==> src/rtl/imem_boot_loader_pkg.sv <==
// Shared definitions for the instruction-memory boot loader: FSM state
// encoding and the byte order of words inside the program image.
package imem_boot_loader_pkg;

  typedef enum logic [2:0] {
    LEN_HI = 3'd0,
    LEN_LO = 3'd1,
    DATA   = 3'd2,
    CSUM   = 3'd3,
    RUN    = 3'd4,
    ERROR  = 3'd5
  } state_t;

  // Image words arrive most-significant byte first.
  localparam bit IMG_MSB_FIRST = 1'b1;

endpackage

==> src/rtl/imem_boot_loader_byte_word_packer.sv <==
// Packs accepted bytes into 32-bit words. word_valid/word are combinational
// on the cycle the 4th byte is presented, so the owner can register the
// write strobe and land it exactly one cycle after the accept edge.
module byte_word_packer
  import imem_boot_loader_pkg::*;
(
  input  logic        clk,
  input  logic        reset,
  input  logic        byte_valid,
  input  logic [7:0]  byte_in,
  output logic        word_valid,
  output logic [31:0] word
);

  logic [23:0] sh;
  logic [1:0]  cnt;

  assign word_valid = byte_valid && (cnt == 2'd3);
  assign word = IMG_MSB_FIRST ? {sh, byte_in}
                              : {byte_in, sh[7:0], sh[15:8], sh[23:16]};

  // Shift in each byte and count position within the current word.
  always_ff @(posedge clk) begin
    if (reset) begin
      sh  <= '0;
      cnt <= '0;
    end else if (byte_valid) begin
      sh  <= {sh[15:0], byte_in};
      cnt <= cnt + 2'd1;
    end
  end

endmodule

==> src/rtl/imem_boot_loader.sv <==
// Boot loader: receives a length-prefixed, XOR-checksummed program image
// as a byte stream, writes it into instruction memory from word 0 upwards,
// and releases the CPU reset only once the checksum matches.
module imem_boot_loader
  import imem_boot_loader_pkg::*;
#(
  parameter int ADDR_W = 8
) (
  input  logic              clk,
  input  logic              reset,
  input  logic [7:0]        rx_data,
  input  logic              rx_valid,
  output logic              rx_ready,
  output logic              imem_we,
  output logic [ADDR_W-1:0] imem_addr,
  output logic [31:0]       imem_wdata,
  output logic              cpu_reset,
  output logic              load_done,
  output logic              load_error
);

  localparam logic [31:0] MAX_WORDS = 32'(1) << ADDR_W;

  state_t          state;
  logic [7:0]      len_hi;
  logic [15:0]     n_words;
  logic [ADDR_W:0] wcnt;      // one extra bit so N = MAX_WORDS is representable
  logic [7:0]      xacc;

  logic        acc;
  logic        pk_valid;
  logic        word_valid;
  logic [31:0] word;
  logic [15:0] len;
  logic        oversize;
  logic        last_word;

  // Ready is a pure state decode; the stream is never stalled mid-image.
  assign rx_ready  = (state == LEN_HI) || (state == LEN_LO) ||
                     (state == DATA)   || (state == CSUM);
  assign acc       = rx_valid && rx_ready;
  assign pk_valid  = acc && (state == DATA);
  assign len       = {len_hi, rx_data};
  assign oversize  = 32'(len) > MAX_WORDS;
  assign last_word = (32'(wcnt) + 32'd1) == 32'(n_words);

  byte_word_packer u_packer (
    .clk        (clk),
    .reset      (reset),
    .byte_valid (pk_valid),
    .byte_in    (rx_data),
    .word_valid (word_valid),
    .word       (word)
  );

  // Loader FSM plus address counter, running XOR and registered outputs.
  always_ff @(posedge clk) begin
    if (reset) begin
      state      <= LEN_HI;
      len_hi     <= '0;
      n_words    <= '0;
      wcnt       <= '0;
      xacc       <= '0;
      imem_we    <= 1'b0;
      imem_addr  <= '0;
      imem_wdata <= '0;
      cpu_reset  <= 1'b1;
      load_done  <= 1'b0;
      load_error <= 1'b0;
    end else begin
      imem_we <= 1'b0;
      if (word_valid) begin
        imem_we    <= 1'b1;
        imem_addr  <= wcnt[ADDR_W-1:0];
        imem_wdata <= word;
        wcnt       <= wcnt + (ADDR_W+1)'(1);
      end
      // The checksum byte itself is excluded from the running XOR.
      if (acc && (state != CSUM)) xacc <= xacc ^ rx_data;
      if (acc) begin
        case (state)
          LEN_HI: begin
            len_hi <= rx_data;
            state  <= LEN_LO;
          end
          LEN_LO: begin
            n_words <= len;
            if (oversize) begin
              state      <= ERROR;
              load_error <= 1'b1;
            end else if (len == 16'd0) begin
              state <= CSUM;
            end else begin
              state <= DATA;
            end
          end
          DATA: begin
            if (word_valid && last_word) state <= CSUM;
          end
          CSUM: begin
            if (rx_data == xacc) begin
              state     <= RUN;
              cpu_reset <= 1'b0;
              load_done <= 1'b1;
            end else begin
              state      <= ERROR;
              load_error <= 1'b1;
            end
          end
          default: ;
        endcase
      end
    end
  end

endmodule

==> config.mk <==
export PLATFORM = sky130hd
export DESIGN_NAME = imem_boot_loader
export DESIGN_NICKNAME = d
export VERILOG_FILES = /design/src/rtl/imem_boot_loader_pkg.sv /design/src/rtl/imem_boot_loader_byte_word_packer.sv /design/src/rtl/imem_boot_loader.sv
export SDC_FILE = /design/constraint.sdc
export NUM_CORES = 1
export LEC_CHECK = 0
export BUFFER_PORTS_ARGS = -buffer_cell sky130_fd_sc_hd__clkbuf_2
export CAP_MARGIN = 0
export CORE_MARGIN = 2
export CORE_UTILIZATION = 39
export CTS_CLUSTER_SIZE = 8
export DETAILED_ROUTE_END_ITERATION = 10
export SLEW_MARGIN = 25
export SYNTH_ARGS = -nofsm -noshare
export SYNTH_HDL_FRONTEND = slang
export SYNTH_HIERARCHICAL = 1
export SYNTH_SLANG_ARGS = --single-unit
==> constraint.sdc <==
create_clock -name clk -period 2.65 [get_ports clk]
set_input_delay 0.265 -clock clk [delete_from_list [all_inputs] [get_ports clk]]
set_output_delay 0.265 -clock clk [all_outputs]
set_load 0.005 [all_outputs]
=== Word-level counts from Yosys, hierarchy flattened ===
Index checks and enable logic that the tools add are counted.
W data, S select, Z words.

* Register bits: 114
* Bits in latches: 0
* Memory bits (writable): 0
* ROM bits: 0
* Memories: 0

* $add $sub $neg: 3
* Multipliers: 0
* Divide/modulo/power cells: 0
* Magnitude comparators: 1
* Eq/ne operators: 10
* Shift-type cells: 0
* Muxes and demuxes: 9
* Bitwise operators: 1
* Reductions and logical operators: 17

{| class="wikitable"
|+ Operators by type and width
! operator !! count
|-
| $eq A10 B16 Y1 || 1
|-
| $gt A16 B9 Y1 const B || 1
|-
| $logic_not A16 Y1 || 1
|-
| $pmux W3 S4 || 1
|-
| $add A9 B1 Y10 const B || 1
|-
| $add A9 B1 Y9 const B || 1
|-
| $eq A8 B8 Y1 || 1
|-
| $xor A8 B8 Y8 || 1
|-
| $eq A3 B2 Y1 const B || 2
|-
| $mux W3 || 2
|-
| $reduce_and A3 Y1 || 2
|-
| $logic_and A1 B1 Y1 || 5
|-
| $mux W1 || 5
|-
| $ne A2 B2 Y1 const B || 2
|-
| $reduce_and A2 Y1 || 2
|-
| $reduce_and A4 Y1 || 1
|-
| $reduce_bool A4 Y1 || 1
|-
| $eq A3 B1 Y1 const B || 1
|-
| $logic_not A3 Y1 || 1
|-
| $logic_or A1 B1 Y1 || 3
|-
| $ne A3 B2 Y1 const B || 1
|-
| $add A2 B1 Y2 const B || 1
|-
| $eq A2 B2 Y1 const B || 1
|-
| $ne A2 B1 Y1 const B || 1
|-
| 2 further kinds || 2
|}

=== Depth between registers and ports, before layout ===
* Word-level depth: 10
* Mapped depth: 11
* Gate-level depth less buffers: 8

=== Cells and area by module ===
Netlist, hierarchy kept.

{| class="wikitable"
|+ By module, submodules not included
! module !! instances !! cells each !! area an instance (um^2) !! sequential area each (um^2)
|-
| imem_boot_loader || 1 || 419 || 3717.3 || 1761.7
|-
| byte_word_packer || 1 || 94 || 1023.5 || 520.5
|}

=== Least setup slack after synthesis ===
No wires, ideal clock.

* Path kind: register to register
* Start point: reg state[2]
* End point: reg state[0]
* Library setup time: 0.086 ns
* Data arrival time: 2.146 ns
* Data required time: 2.564 ns
* Setup slack: 0.418 ns
* Cell stages (with the launch flop): 12
* Buffers on the path: 3
* Period minus slack after synthesis: 2.232 ns
* Cell sequence: dfxtp_1 nand2b_1 nor3b_1 buf_6 buf_12 and2_1 buf_2 nor4b_1 nand2_1 nor4_1 nand4_1 a211oi_1

* Longest elaborated chain between the ends: 10
* Elaborated cells on any way between the ends: 15
* Classes of those cells: eq/ne: 4; mux: 1; reduce/logical: 10

{| class="wikitable"
|+ Ends and longest elaborated chain
! element !! RTL line !! source
|-
| start: declaration || imem_boot_loader.sv:24 || <nowiki>state_t state;</nowiki>
|-
| start signal: assignment || imem_boot_loader.sv:59 || <nowiki>state <= LEN_HI;</nowiki>
|-
| start signal: assignment || imem_boot_loader.sv:84 || <nowiki>state <= LEN_LO;</nowiki>
|-
| start signal: assignment || imem_boot_loader.sv:89 || <nowiki>state <= ERROR;</nowiki>
|-
| $eq A3 B1 Y1 / $logic_not A3 Y1 (equally long branches) || imem_boot_loader.sv:39 || <nowiki>assign rx_ready = (state == LEN_HI) || (state == LEN_LO) ||</nowiki>
|-
| $logic_or A1 B1 Y1 (2 in series) || imem_boot_loader.sv:39 ||
|-
| $logic_or A1 B1 Y1 || imem_boot_loader.sv:40 || <nowiki>(state == DATA) || (state == CSUM);</nowiki>
|-
| $logic_and A1 B1 Y1 || imem_boot_loader.sv:41 || <nowiki>assign acc = rx_valid && rx_ready;</nowiki>
|-
| $logic_and A1 B1 Y1 * || imem_boot_loader.sv:42 || <nowiki>assign pk_valid = acc && (state == DATA);</nowiki>
|-
| net pk_valid || imem_boot_loader.sv:31 || <nowiki>logic pk_valid;</nowiki>
|-
| $logic_and A1 B1 Y1 * || imem_boot_loader_byte_word_packer.sv:18 || <nowiki>assign word_valid = byte_valid && (cnt == 2'd3);</nowiki>
|-
| net word_valid || imem_boot_loader.sv:32 || <nowiki>logic word_valid;</nowiki>
|-
| $logic_and A1 B1 Y1 * || imem_boot_loader.sv:98 || <nowiki>if (word_valid && last_word) state <= CSUM;</nowiki>
|-
| $ne A2 B1 Y1 (no source line) * || -- ||
|-
| $reduce_and A3 Y1 (no source line) * || -- ||
|}

Mark *: on every way through the listed nets, which the timed path passes. The rest lies on a longest branch.
A chain may end at the register's enable or synchronous reset.

=== Worst setup path after layout ===
Same ends and word-level chain as after synthesis.

==> run metrics <==
Pleak=2.12 nW; period utilization=75.4%; clock share of power=53.5%; CTS clk-pin slew, worst paths=0.05 ns; Comb pwr share=5.3%; total CTS buffers=17; hold-fix buffers at CTS=0; Final Max Slew Viols=0; Worst Setup Start Kind=register; antenna viol nets, final=0; Core Area=12000 um^2; final setup vio count=0; H-tree levels=4; Yosys cell types=46; TritonRoute pass-1 iters=4; fmax=501 MHz; outcome=complete, no violations; Global Route Usage Sum=15.9%; Net Sw Power=0.000917 W; clock skew=0.00718 ns; register bit total from synthesis=114; switching part of the total=21.0%; DRC violations left=0; worst-margin pin slew=0.839 ns; CTS sink count=114; Synth area leader=dfxtp_1; postcts setup bufs=0; Rows=40; CTS max path bufs=2; hold crit path type=input pin to register; post-layout util=46.8%; first-pass GRT wire length=16100 um; multi-input logic area=2170 um^2; CTS tree=built; number of antenna diodes=0; worst vdd ir=0.515 mV; number of synthesized flops with an enable pin=0; average wire per standard cell=13.7 um; Yosys warnings=6; Rel. slew slack=43.6%; post-CTS resize count=0; pin count of the biggest net entering global routing=54; Starting Density=39.6%; top cell type's share of synthesized area=48.1%; worst skew pair latency=0.41 ns; initial antenna violation count=0; FF/Latch Area=2280 um^2; Reg power frac=41.2%; Pwr Density=779 nW/um^2; max cap viols=0; Fillers=1114; CP endpoint kind=register; unrepaired setup endpoints after global routing=false; final setup TNS=0 ns; Post-synth ARST share=0%; Vias/cell=4.89; critical path class=register to register; Initial DRC Count=131; vias=3470; final net count=563; Worst EP required=2.97 ns; synth top area cells=dfxtp_1 (48%), mux2i_1 (14%), nor2_1 (6.9%), nand2_1 (5.5%), a21oi_1 (3.4%); Gate Count Post-Synth=513; IO Port Bufs=55; GPL Wtd Cong=0.790; Mapped Nets=526; Root Buffer=clkbuf_16; synthesized area=4740 um^2; Routed WL=9710 um; Fin. Hold Viols=0; Arr. time, crit path=2.32 ns; Top FF cell, synth=dfxtp_1; Die Height=114 um; detailed placement HPWL=6400 um; vias in the first global route=3272; minimum clock period after layout=2.00 ns; Max FO, Critical Path=5; area grow syn2layout=18.2%; Die ar.=13100 um^2; Int Pwr=0.00345 W; share of cells above drive strength 1=16.5%; sequential area share after synthesis=48.1%; syn avg cell area=9.24 um^2; remaining global-route overflow=0; DIE WIDTH=114 um; IO Count=56
-- cell families (layout without fill, tap and decap cells) --
family | after synthesis | count (layout) | share of synthesized area (%)
and+or+nand+nor | 204 | 204 | 19.1
AOI/OAI and AO/OA | 47 | 47 | 5.94
adders and majority gates | 2 | 2 | 0.528
DFF | 114 | 114 | 48.1
xor gates and xnor gates | 35 | 35 | 6.47
buffers and inverters | 46 | 95 | 6.15
muxes | 65 | 65 | 13.7
-- power by group through the flow --
stage                     Combinational [W]  Clock (W)  Sequential (W)
after floorplan                    0.000192          0         0.00182
after global placement             0.000230          0         0.00183
after detailed placement           0.000233          0         0.00183
after CTS                          0.000234    0.00239         0.00180
after global routing               0.000261    0.00246         0.00180
final                              0.000230    0.00233         0.00180
-- registers in the layout (all words and copies together) (netlist names), 2 cells and up --
| register | cells |
|---|---|
| u_packer/cnt | 2 |
| n_words | 16 |
| xacc | 8 |
| state | 3 |
| u_packer/sh | 24 |
| wcnt | 9 |
| imem_addr | 8 |
| len_hi | 8 |
| imem_wdata | 32 |
-- worst paths after layout --
kind,start,to,slack (ns),cells past startpoint
setup reg to reg,state[2],state[0],0.65,8
hold reg to reg,load_done,load_done,0.45,2
hold / removal,rx_data[0],len_hi[0],0.21,3
setup / recovery,state[2],state[0],0.65,8
-- cells in the final DEF, fill, tap and decap left out, drive strengths merged, types with 5 or more instances in the layout --
cell type / instances
xnor2: 18
clkbuf: 81
xor2: 17
nand4: 7
or3: 5
dfxtp: 114
nand2: 69
buf: 6
a21oi: 32
mux2i: 65
nor2: 88
nor2b: 5
nand3: 7
-- critical path, cell delays in order, from the launching register on --
cell	delay (ns)
dfxtp_1	0.32
nand2b_1	0.20
nor3b_2	0.22
and2_2	0.21
nor4b_1	0.25
nand2_1	0.10
nor4_1	0.27
nand4_1	0.12
a211oi_1	0.22
-- metrics by stage --
stage	cell area, um^2	total power, W	setup slack [ns]	std cells	hold slack (ns)
floorplan	4740	0.00201	0.418	513	0.401
global placement	4990	0.00206	0.703	678	0.436
detailed placement	4990	0.00207	0.670	678	0.437
global route	5600	0.00453	0.382	709	0.216
CTS	5600	0.00442	0.669	709	0.198
finish	5600	0.00436	0.652	709	0.214
-- synth_stat cells (2+ instances only) --
| library cell | n |
|---|---|
| a21oi_1 | 32 |
| a31oi_1 | 2 |
| and2_1 | 4 |
| buf_1 | 3 |
| buf_12 | 2 |
| buf_2 | 9 |
| buf_4 | 13 |
| buf_6 | 3 |
| clkbuf_1 | 9 |
| clkbuf_2 | 3 |
| dfxtp_1 | 114 |
| ha_1 | 2 |
| inv_1 | 4 |
| mux2i_1 | 65 |
| nand2_1 | 69 |
| nand2b_1 | 2 |
| nand3_1 | 7 |
| nand4_1 | 6 |
| nor2_1 | 87 |
| nor2b_1 | 4 |
| nor3_1 | 4 |
| nor3b_1 | 3 |
| nor4_1 | 4 |
| o21ai_0 | 2 |
| or3_1 | 5 |
| or4_1 | 2 |
| xnor2_1 | 18 |
| xor2_1 | 17 |
-- layout make-up --
cell class,count,area share [%]
inverters,4,0.268
repair buffers,60,6.07
clock buffers,27,9.16
multi-input cells,353,38.8
well taps,147,3.28
flip-flops and latches,114,40.7
clock inverters,4,1.70
-- layer usage --
layer / wire, um / vias up / track usage (%) / part of all wire, %
li1: - / 1788 / - / -
met1: 4570 / 1603 / 20.1 / 47
met2: 4550 / 70 / 24.4 / 47
met3: 476 / 9 / 5.35 / 4.9
met4: 111 / 0 / 7.64 / 1.1
met5: 0 / - / 0 / 0
Power figures use the tool's default switching activity.
